[config.mk]
export PLATFORM = sky130hd
export DESIGN_NAME = sm_mult_pipe
export DESIGN_NICKNAME = d
export VERILOG_FILES = /design/src/rtl/sm_mult_pipe_pkg.sv /design/src/rtl/sm_mult_lane.sv /design/src/rtl/sm_mult_pipe.sv
export SDC_FILE = /design/constraint.sdc
export NUM_CORES = 1
export LEC_CHECK = 0
export ABC_AREA = 1
export ABC_CLOCK_PERIOD_IN_PS = 5500
export BUFFER_PORTS_ARGS = -buffer_cell sky130_fd_sc_hd__buf_2
export CORE_AREA = 2 2 176 126
export CTS_BUF_LIST = sky130_fd_sc_hd__clkbuf_8 sky130_fd_sc_hd__clkbuf_16
export CTS_CLUSTER_DIAMETER = 40
export DETAILED_ROUTE_END_ITERATION = 8
export DIE_AREA = 0 0 178 128
export PLACE_DENSITY_LB_ADDON = 0.2
export SLEW_MARGIN = 20
export SYNTH_ARGS = -nofsm -noshare
export SYNTH_HDL_FRONTEND = slang
export SYNTH_SLANG_ARGS = --single-unit
[constraint.sdc]
create_clock -name clk -period 5.5 [get_ports clk]
set_input_delay 1.1 -clock clk [delete_from_list [all_inputs] [get_ports clk]]
set_output_delay 1.1 -clock clk [all_outputs]
set_load 0.05 [all_outputs]
[src/rtl/sm_mult_pipe_pkg.sv]
// Shared definitions for the sign-magnitude fractional multiplier pipeline:
// operand code classes, rounding-mode encodings and a magnitude-limit helper.
package sm_mult_pipe_pkg;

  typedef enum logic [1:0] {
    CLS_ZERO   = 2'd0,
    CLS_UNIT   = 2'd1,
    CLS_NORMAL = 2'd2
  } cls_e;

  localparam logic RND_TRUNC   = 1'b0;
  localparam logic RND_HALF_UP = 1'b1;

  // Largest representable magnitude for a w-bit sign-magnitude word.
  function automatic int max_mag(input int w);
    return (1 << (w - 1)) - 1;
  endfunction

endpackage

[src/rtl/sm_mult_lane.sv]
// One multiplier lane: stage 1 classifies both operands and forms the full
// magnitude product; stage 2 rounds, saturates and packs the result word.
module sm_mult_lane
  import sm_mult_pipe_pkg::*;
#(
  parameter int W = 8
) (
  input  logic         clk,
  input  logic         rst,
  input  logic         en_p1,
  input  logic         en_p2,
  input  logic         rnd_p1,
  input  logic [W-1:0] a,
  input  logic [W-1:0] b,
  output logic [W-1:0] p,
  output logic         sat
);

  localparam int MW = W - 1;
  localparam int PW = 2 * W - 2;
  localparam logic [MW-1:0] MAG_MAX = MW'(max_mag(W));

  function automatic cls_e classify(input logic [W-1:0] x);
    cls_e c;
    c = CLS_NORMAL;
    if (x == '0) c = CLS_ZERO;
    else if (x[W-1] && (x[W-2:0] == '0)) c = CLS_UNIT;
    return c;
  endfunction

  // Returns {sat, magnitude}; the top bit of the sum is the overflow beyond MAG_MAX.
  function automatic logic [MW:0] round_mag(input logic [PW-1:0] prod, input logic rnd);
    logic [MW:0] sum;
    sum = {1'b0, prod[PW-1:MW]} + {{MW{1'b0}}, (rnd == RND_HALF_UP) & prod[MW-1]};
    if (sum[MW]) sum = {1'b1, MAG_MAX};
    return sum;
  endfunction

  cls_e          cls_a_c, cls_b_c;
  logic [PW-1:0] prod_c;
  logic [W-1:0]  pass_c;

  cls_e          cls_a_p1, cls_b_p1;
  logic          sgn_p1;
  logic [PW-1:0] prod_p1;
  logic [W-1:0]  pass_p1;

  logic          sat_c, sat_n;
  logic [MW-1:0] mag_c;
  logic [W-1:0]  res_c;

  logic [W-1:0]  p_p2;
  logic          sat_p2;

  assign cls_a_c = classify(a);
  assign cls_b_c = classify(b);
  assign prod_c  = PW'(a[MW-1:0]) * PW'(b[MW-1:0]);
  // A UNIT operand passes the other one through untouched.
  assign pass_c  = (cls_a_c == CLS_UNIT) ? b : a;

  // Stage 1 boundary: classes, product sign, raw product and pass-through word.
  always_ff @(posedge clk) begin
    if (en_p1) begin
      cls_a_p1 <= cls_a_c;
      cls_b_p1 <= cls_b_c;
      sgn_p1   <= a[W-1] ^ b[W-1];
      prod_p1  <= prod_c;
      pass_p1  <= pass_c;
    end
  end

  // Result selection; a zero magnitude always packs as all-zero, never UNIT or -0.
  always_comb begin
    {sat_c, mag_c} = round_mag(prod_p1, rnd_p1);
    res_c = '0;
    sat_n = 1'b0;
    if ((cls_a_p1 != CLS_ZERO) && (cls_b_p1 != CLS_ZERO)) begin
      if ((cls_a_p1 == CLS_UNIT) || (cls_b_p1 == CLS_UNIT)) begin
        res_c = pass_p1;
      end else if (mag_c != '0) begin
        res_c = {sgn_p1, mag_c};
        sat_n = sat_c;
      end
    end
  end

  // Stage 2 boundary: packed result and saturation flag, cleared on reset.
  always_ff @(posedge clk) begin
    if (rst) begin
      p_p2   <= '0;
      sat_p2 <= 1'b0;
    end else if (en_p2) begin
      p_p2   <= res_c;
      sat_p2 <= sat_n;
    end
  end

  assign p   = p_p2;
  assign sat = sat_p2;

endmodule

[src/rtl/sm_mult_pipe.sv]
// Multi-lane sign-magnitude fractional multiplier with a two-stage
// valid/ready pipeline; all lanes share one handshake and one tag.
module sm_mult_pipe
  import sm_mult_pipe_pkg::*;
#(
  parameter int W     = 8,
  parameter int LANES = 4,
  parameter int TAG_W = 4
) (
  input  logic               clk,
  input  logic               rst,
  input  logic               in_valid,
  output logic               in_ready,
  input  logic [LANES*W-1:0] in_a,
  input  logic [LANES*W-1:0] in_b,
  input  logic               in_rnd,
  input  logic [TAG_W-1:0]   in_tag,
  output logic               out_valid,
  input  logic               out_ready,
  output logic [LANES*W-1:0] out_p,
  output logic [TAG_W-1:0]   out_tag,
  output logic [LANES-1:0]   out_sat
);

  logic             vld_p1, vld_p2;
  logic             s2_advance;
  logic             en_p1, en_p2;
  logic             rnd_p1;
  logic [TAG_W-1:0] tag_p1, tag_p2;

  // Stage 2 can take a new beat whenever it is empty or being drained;
  // stage 1 likewise whenever it is empty or moving forward.
  assign s2_advance = !vld_p2 || out_ready;
  assign in_ready   = !vld_p1 || s2_advance;
  assign en_p1      = in_valid && in_ready;
  assign en_p2      = vld_p1 && s2_advance;

  // Valid bits for both stages; reset discards anything in flight.
  always_ff @(posedge clk) begin
    if (rst) begin
      vld_p1 <= 1'b0;
      vld_p2 <= 1'b0;
    end else begin
      if (in_ready)   vld_p1 <= in_valid;
      if (s2_advance) vld_p2 <= vld_p1;
    end
  end

  // Stage 1 boundary: per-beat rounding mode and tag captured on accept only.
  always_ff @(posedge clk) begin
    if (en_p1) begin
      rnd_p1 <= in_rnd;
      tag_p1 <= in_tag;
    end
  end

  // Stage 2 boundary: tag travels with the packed result.
  always_ff @(posedge clk) begin
    if (rst) tag_p2 <= '0;
    else if (en_p2) tag_p2 <= tag_p1;
  end

  for (genvar k = 0; k < LANES; k++) begin : g_lane
    sm_mult_lane #(.W(W)) u_lane (
      .clk    (clk),
      .rst    (rst),
      .en_p1  (en_p1),
      .en_p2  (en_p2),
      .rnd_p1 (rnd_p1),
      .a      (in_a[k*W +: W]),
      .b      (in_b[k*W +: W]),
      .p      (out_p[k*W +: W]),
      .sat    (out_sat[k])
    );
  end

  assign out_valid = vld_p2;
  assign out_tag   = tag_p2;

endmodule

==> metrics.md <==
| Metric | Value |
|---|---|
| Setup crit start | in_a[29] |
| Period utilization | 0.8235 |
| Top FF cell, synth | edfxtp_1 |
| Cell Area, Synth | between 10000 and 15000 um^2 |
| Final setup viols | 0 |
| Syn_area_per_cell | 7.865 um^2 |
| Crit. End Element | register |
| Critical path's most frequent cell | fa_1 |
| PortBufs | 114 |
| Critical Path AT | 4.69 ns |
| Min Tclk post-route | 4.529 ns |
| Worst IR Drop VDD | 0.0002035 V |
| Dpl ws | about 0.54 ns |
| Max Cap Viol | 0 |
| Total gr overflow | 0 |
| Pre-antenna DRT Iters | 5 |
| CTS Hold Bufs | 0 |
| Routed wire length | 26.90 mm |
| Share of the synthesized area in the top cell type | 0.2135 |
| FP Rows | 45 |
| CP Launch Type | input port |
| Post-synth EDFFs | 89 |
| Number of synthesized register bits | about 130 |
| Vias in the first global route | 9789 |
| Synth area leaders | edfxtp_1 21%, fa_1 15%, ha_1 13% |
| Yosys warns | 0 |
| Pwr Density | around 330 nW/um^2 |
| First-pass GRT wire length | 44.94 mm |
| Largest stage delay on the critical path | 0.54 ns |
| Layout Area Growth over Synthesis | 9.903% |
| Drt wl/cell | 13.78 um |
| Setup ws final | between 0.9 and 1 ns |
| # nets final | approximately 2000 |
| Most frequent cell after synthesis | nand2_1 |
| CTS Root Cell | clkbuf_16 |
| Seq/Total Area, Yosys | 0.2806 |
| H-tree depth | 4 |
| Starting Density | 0.5899 |
| Via count | 10205 |
| CTS Sinks | 131 |
| Diodes inserted | 0 |
| TritonCTS clock tree | yes |
| Residual DRC count | 0 |
| Post_cts resized | 0 |
| Gpl congestion | roughly 0.9 |
| Die Y | 128 um |
| Unrepaired setup endpoints after global routing | no |
| Pins Over Slew Limit | 0 |
| Layout cells sized above 1 | 0.1000 |
| Required @ worst endpoint | 5.66 ns |
| Hold Crit Class | reg2reg |
| CP delay by family, top | adder cells |
| Core area | 21230 um^2 |
| Bufs and invs on worst path | 4 |
| Worst-margin pin slew | 0.9623 ns |
| Area leader, netlist | edfxtp_1 |
| Post CTS Setup Buffer Count | 0 |
| Antenna violations before repair | 0 |
| Cell Chain, Critical Path | buf_2 -> nand2_1 -> fa_1 -> fa_1 -> inv_1 -> fa_1 -> inv_1 -> fa_1 -> inv_1 -> ha_1 -> a21oi_1 -> o21ai_0 -> a21o_1 -> a21oi_1 -> xnor2_1 |
| Clk_skew | 0.008772 ns |
| Status | finished clean |
| Hold_sp | g_lane[1].u_lane.p[4] |
| # IOs | 115 |
| Post-Synthesis Cells | 1592 |
| Crit path max fanout | 9 |
| R2R Path Start | vld_p1 |
| Critical path class | in2reg |
| Clk pin slew, worst setup/hold paths | roughly 0.060 ns |
| Number of antenna-violating nets in the routed design | 0 |
| Slowest cell on crit path | fa_1 |
| Routed vias/inst | 5.228 |
| Max Fclk | 0.2208 GHz |
| Overall routing resource usage | 0.2479 |
| Pin count of the biggest net entering global routing | 58 |
| Pleak | 7.832 nW |
| Top cells by count, synth | 403 x nand2_1, 364 x inv_1, 128 x ha_1 |
| Die Wd | about 180 um |
| Fin. Hold Viols | 0 |
| Fill count | 1815 |
| DIE AREA | around 23000 um^2 |
| Worst skew pair latency | roughly 0.42 ns |
| DPL Wire Length | 21.36 mm |
| CTS Buf Count | 17 |
| Max_slew headroom | 0.3585 |
| Async SR Flop Fraction | 0 |
| Setup tns final | 0 ns |
| Post-synthesis net count | 1885 |
| Deepest clock path buffer count | 2 |
| Netlist cell types | 45 |
| DR iter-0 viols | 663 |
logic make-up after synthesis:
group	Yosys count	share of synthesized area
XOR/XNOR	41	0.02868
adder cells (fa/ha/maj)	220	0.2750
buffers and inverters	434	0.1329
AO/OA/AOI/OAI	182	0.08724
AND/OR/NAND/NOR	584	0.1956
flip-flops	131	0.2806
per-layer routing:
| layer | track usage | up-vias | part of all wire |
|---|---|---|---|
| met1 | 0.3422 | 4757 | 0.47 |
| met3 | 0.05101 | 34 | 0.061 |
| met4 | 0.06509 | 0 | 0.015 |
| met2 | 0.4004 | 310 | 0.46 |
| met5 | 0 | - | 0 |
| li1 | - | 5104 | - |
state kept, by name, indices dropped and copies added, names as in the netlist, 8 cells and up:
| register | cells |
|---|---|
| g_lane.u_lane.cls_b_p1 | 8 |
| g_lane.u_lane.pass_p1 | 32 |
| g_lane.u_lane.prod_p1 | 32 |
| g_lane.u_lane.p | 32 |
| g_lane.u_lane.cls_a_p1 | 8 |
worst reg2reg max path, cell delays in order (launching register included):
cell and delay (ns):
dfxtp_1 0.37, nand3_1 0.13, nand2_1 0.12, clkinv_2 0.70, buf_4 0.64
cells in the final DEF, fill, tap and decap left out, drive strengths merged, types with 3 or more instances in the layout:
cell	n
a21oi	78
nor2	70
o21a	8
nor3	5
xor2	29
bufinv	3
clkinv	6
a21o	9
o22ai	7
xnor2	12
o21ai	35
fa	92
clkbuf	18
dfxtp	42
o211ai	12
inv	367
o21bai	15
edfxtp	89
nand3	67
nand4	26
nor4	7
a211oi	3
ha	128
a31oi	5
nand2	407
buf	115
clkinvlp	3
o221ai	4
final timing paths:
kind	end	slack [ns]	cells after the start
worst max-delay path	g_lane[3].u_lane.prod_p1[9]	0.97	15
worst min-delay path	g_lane[1].u_lane.p[4]	0.46	2
worst max register to register	g_lane[1].u_lane.sgn_p1	3.24	4
worst min register to register	g_lane[1].u_lane.p[4]	0.46	2
final cells by class:
type / count / area [um^2] / share of cell area
Clock inverter: 14 / 162.7 / 0.01182
Multi-Input combinational cell: 1027 / 7343 / 0.5336
Clock buffer: 18 / 439.2 / 0.03191
Inverter: 365 / 1371 / 0.09965
Tap cell: 282 / 352.8 / 0.02564
Sequential cell: 131 / 3513 / 0.2553
Timing Repair Buffer: 115 / 578.1 / 0.04201
power by group:
group / total [mW] / internal, mW / leakage (nW) / switching, mW
registers: 1.41 / 1.29 / 1.20 / 0.118
clock network: 1.15 / 0.722 / 0.287 / 0.429
logic: 2.05 / 0.772 / 6.34 / 1.27
total: 4.60 / 2.78 / 7.83 / 1.82
per-stage QoR:
step / area [um^2] / util / instances / power [mW] / hold slack [ns]
after CTS: 13760 / 0.6483 / 1952 / 4.623 / 0.4633
after floorplan: 12520 / - / 1592 / 3.003 / 0.4457
after detailed placement: 13160 / 0.6199 / 1920 / 3.451 / 0.4544
after global placement: 13160 / 0.6199 / 1920 / 3.398 / 0.4499
final: 13760 / 0.6483 / 1952 / 4.603 / 0.4620
after global routing: 13760 / 0.6483 / 1952 / 5.005 / 0.4817
Note: power is estimated with default switching activity, not from simulation.
